[src/rtl/truth_table_sampler.sv]
// Sweeps a 4-input gate through all 16 input vectors, holding each for SETTLE
// cycles, and records the synchronized output plus a per-vector stability flag.
module truth_table_sampler #(
   parameter int SETTLE = 8,
   parameter int CNT_W  = 8
) (
   input  logic        clk,
   input  logic        rst,
   input  logic        start,
   input  logic        w_in,
   output logic        a,
   output logic        b,
   output logic        c,
   output logic        d,
   output logic        busy,
   output logic        done,
   output logic [15:0] tt,
   output logic [15:0] unstable,
   output logic [0:0]  o_dbg_state
);

   localparam logic [0:0] ST_IDLE = 1'b0;
   localparam logic [0:0] ST_RUN  = 1'b1;

   localparam logic [CNT_W-1:0] CNT_PRE  = CNT_W'(SETTLE - 2);
   localparam logic [CNT_W-1:0] CNT_LAST = CNT_W'(SETTLE - 1);
   localparam logic [CNT_W-1:0] CNT_ONE  = CNT_W'(1);

   logic [0:0]       r_state;
   logic [3:0]       r_idx;
   logic [CNT_W-1:0] r_cnt;
   logic             r_s0;
   logic             r_sync1;
   logic             r_sync2;
   logic             r_done;
   logic [15:0]      r_tt;
   logic [15:0]      r_unst;
   logic             w_s;

   assign w_s = r_sync2;

   always_ff @(posedge clk or negedge rst) begin
      if (!rst) begin
         r_sync1 <= 1'b0;
         r_sync2 <= 1'b0;
      end else begin
         r_sync1 <= w_in;
         r_sync2 <= r_sync1;
      end
   end

   // r_idx returns to zero on completion, so it doubles as the abcd drive register.
   always_ff @(posedge clk or negedge rst) begin
      if (!rst) begin
         r_state <= ST_IDLE;
         r_idx   <= 4'd0;
         r_cnt   <= '0;
         r_s0    <= 1'b0;
         r_done  <= 1'b0;
         r_tt    <= 16'h0000;
         r_unst  <= 16'h0000;
      end else begin
         case (r_state)
            ST_IDLE: begin
               if (start) begin
                  r_idx   <= 4'd0;
                  r_cnt   <= '0;
                  r_tt    <= 16'h0000;
                  r_unst  <= 16'h0000;
                  r_done  <= 1'b0;
                  r_state <= ST_RUN;
               end
            end
            ST_RUN: begin
               if (r_cnt == CNT_PRE) r_s0 <= w_s;
               if (r_cnt == CNT_LAST) begin
                  r_cnt         <= '0;
                  r_tt[r_idx]   <= w_s;
                  r_unst[r_idx] <= w_s ^ r_s0;
                  if (r_idx == 4'd15) begin
                     r_idx   <= 4'd0;
                     r_done  <= 1'b1;
                     r_state <= ST_IDLE;
                  end else begin
                     r_idx <= r_idx + 4'd1;
                  end
               end else begin
                  r_cnt <= r_cnt + CNT_ONE;
               end
            end
            default: r_state <= ST_IDLE;
         endcase
      end
   end

   assign {a, b, c, d} = r_idx;
   assign busy         = (r_state == ST_RUN);
   assign done         = r_done;
   assign tt           = r_tt;
   assign unstable     = r_unst;
   assign o_dbg_state  = r_state;

endmodule

[config.mk]
export PLATFORM = sky130hd
export DESIGN_NAME = truth_table_sampler
export DESIGN_NICKNAME = d
export VERILOG_FILES = /design/src/rtl/truth_table_sampler.sv
export SDC_FILE = /design/constraint.sdc
export NUM_CORES = 1
export LEC_CHECK = 0
export BUFFER_PORTS_ARGS = -buffer_cell sky130_fd_sc_hd__buf_2
export CAP_MARGIN = 15
export CORE_MARGIN = 2
export CORE_UTILIZATION = 35
export CTS_CLUSTER_DIAMETER = 120
export DETAILED_ROUTE_END_ITERATION = 8
export PLACE_DENSITY_LB_ADDON = 0.12
export SYNTH_ARGS = -nofsm -noshare
export SYNTH_HDL_FRONTEND = slang
export SYNTH_SLANG_ARGS = --single-unit
export TNS_END_PERCENT = 100
[constraint.sdc]
create_clock -name clk -period 1.6 [get_ports clk]
set_input_delay 0.08 -clock clk [delete_from_list [all_inputs] [get_ports clk]]
set_output_delay 0.08 -clock clk [all_outputs]
set_load 0.1 [all_outputs]
==> results.md <==
- Die Y: just under 90 um
- # rows: 30
- Count leader, synth: dfrtp_1
- Area of placed instances: a little under 3000 um2
- Average routed wire per standard cell: roughly 15 um
- Initial Util: between 30% and 40%
- Synth warn: 0
- Crit start category: flip-flop
- Final Worst Setup Slack: -0.0360 ns
- Yosys reg bits: 49
- Placer Congestion: roughly 0.75
- Violated checks: negative setup slack
- Final core occ: a little under half
- CTS buffer count: 5
- PD cells: roughly 1600 nW/um2
- Critical Path AT: 1.83 ns
- P&R area growth vs syn: 31.2%
- Share of cells above drive strength 1: 38.2%
- Final Cycle Share: 102%
- DIE WIDTH: between 80 and 90 um
- Synth async-reset ratio: 100%
- Leading area contributor after synthesis: dfrtp_1
- ANT nets after route: 0
- Maxcap violations: 0
- Fin. Hold Viols: 0
- Unrepaired setup endpoints after global routing: true
- Ports: 43
- Main synth FF type: dfrtp_1
- WS Path Type: flip-flop to flip-flop
- Fillers: between 600 and 700
- Worst Tran Pin Value: 0.489 ns
- Final HPWL DP: roughly 3900 um
- GRT overflow: 0
- DR pass1 iterations: 4
- Crit end category: flip-flop
- Mapped Nets: about 240
- Critical path peak fanout: 4
- CTS H-tree lvls: 2
- Top sig layer: met4
- Max clock buf depth: 2
- DR DRC count: 0
- Final Net Count: slightly above 300
- Largest net degree at the start of global routing: 35
- Antenna Diode Count: 0
- Crit path time final: about 1.6 ns
- Leak: between 1.5 and 2 nW
- CTS tree: built
- Max VDD drop: roughly 0.52 mV
- Vias: approximately 1900
- Slew Viols, Final: 0
- Clock skew: ~0.0072 ns
- Post-synth top area share: between 50 and 60%
- Worst EP required: 1.79 ns
- Vias/cell: about 5
- Yosys cell types: 38
- Core region area: 6720 um2
- Hold Path Class: primary input to flip-flop
- Final setup vio count: 6
- Tot GR Track Use: around 16%
- Met2 wire length: 2560 um
- Synthesized cell area: about 2400 um2
- Maximum clock rate: ~0.6 GHz
- First-pass GRT wire length: between 9000 and 10000 um
- Largest cells by area after synthesis: dfrtp_1, mux2i_1, nand2_1
- Synth cell count leaders: dfrtp_1, nand2_1, mux2i_1
- Final Cell Area: roughly 3200 um2
- Clk_lat worst skew: 0.30 ns
- Overall Power: 4.90 mW
- Post-route met1 wirelength: around 2800 um
- Mapped Cells: roughly 230
- Number of I/O port buffers: between 40 and 50
- Die ar.: around 7500 um2
- Rel. slew slack: 67.6%
- Vias in the first global route: about 1800
- Clock sink total: 49
- Violation count after the first detailed-route iteration: 32
- Hold Slack: about 0.027 ns
- Syn avg cell area: about 10 um2
- Number of antenna violations at the first check in global routing: 0
- Wire length on met3: between 150 and 200 um
- Clock Tree Root: clkbuf_8
- Clock transition at path regs: 0.09 ns
- Sequential share of the synthesized area: 51.0%
- Detailed-route wire length: 5560 um
- Number of synthesized flops with an enable pin: 0
- Status: finished with violations
critical path: stages (launching register included):
cell and delay, ns:
dfrtp_1 0.39, or4b_4 0.60, nor3_4 0.29, nand2_2 0.11
mux2i_1 0.14
layout by cell type (no fill, tap or decap), drive strengths merged, types with 6 or more instances in the layout:
cell / netlist / routed
nor2: 6 / 6
and3: 6 / 6
a21oi: 6 / 6
nand2: 43 / 43
o21ai: 15 / 15
inv: 7 / 7
buf: 5 / 74
mux2i: 20 / 20
nand3: 22 / 22
ha: 6 / 6
nand4: 6 / 6
clkbuf: 10 / 6
dfrtp: 49 / 49
sequential cells by signal (all words and copies together) (netlist names):
register,cells
r_idx,4
r_s0,1
tt,16
unstable,16
done,1
r_sync2,1
r_cnt,8
busy,1
r_sync1,1
power by group:
part	internal [mW]	switching [mW]
Combinational	0.704	1.65
Clock	0.509	0.434
Sequential	1.46	0.148
Total	2.67	2.23
path summary, 6_finish.rpt:
path	start	to	slack (ns)	cells after the start
max	r_cnt[3]	unstable[4]	-0.04	4
min	start	r_cnt[2]	0.03	2
max reg2reg	r_cnt[3]	unstable[4]	-0.04	4
min reg2reg	r_sync1	r_sync2	0.35	0
max in group asynchronous	rst	tt[5]	0.68	4
min in group asynchronous	rst	done	0.25	2
through the flow:
step | setup TNS, ns | instances | setup slack [ns]
after floorplan | -3.82 | 232 | -0.190
after global placement | -1.44 | 368 | -0.147
after detailed placement | -1.64 | 368 | -0.176
after CTS | -0.101 | 379 | -0.0254
after global routing | -1.92 | 381 | -0.144
final | -0.106 | 381 | -0.0360
per-layer routing:
layer / vias to the layer above / GRT usage [%]
met4: 0 / 3.84
met3: 5 / 3.22
met1: 882 / 22.3
met5: - / 0
met2: 33 / 24.4
li1: 937 / -
area by class of cell:
class                           instances  area [um2]  share of cell area [%]
Clock buffer                            6        82.6                    2.62
Clock inverter                          2        37.5                    1.19
Inverter                                7        26.3                   0.833
Multi-Input combinational cell        161        1160                    36.8
Sequential cell                        49        1240                    39.5
Tap cell                               80         100                    3.17
Timing Repair Buffer                   76         503                    15.9
logic make-up after synthesis:
kind of cell / after synthesis / synth area share (%)
AO/OA/AOI/OAI: 32 / 7.65
XOR/XNOR: 4 / 1.46
adder cells (fa/ha/maj): 6 / 3.12
buffers and inverters: 22 / 4.53
flip-flops: 49 / 51.0
multiplexers: 21 / 8.79
AND/OR/NAND/NOR: 98 / 23.5
timing repair:
action                                 4_1_cts  5_1_grt
gates resized for setup                      7       16
pin swaps                                   10       12
endpoints found under the hold margin       16        0
hold buffers                                 2        0
setup endpoints to repair                   32       34
cloned                                       0        0
buffers inserted                             1        2
(Power assumes the default switching activity.)
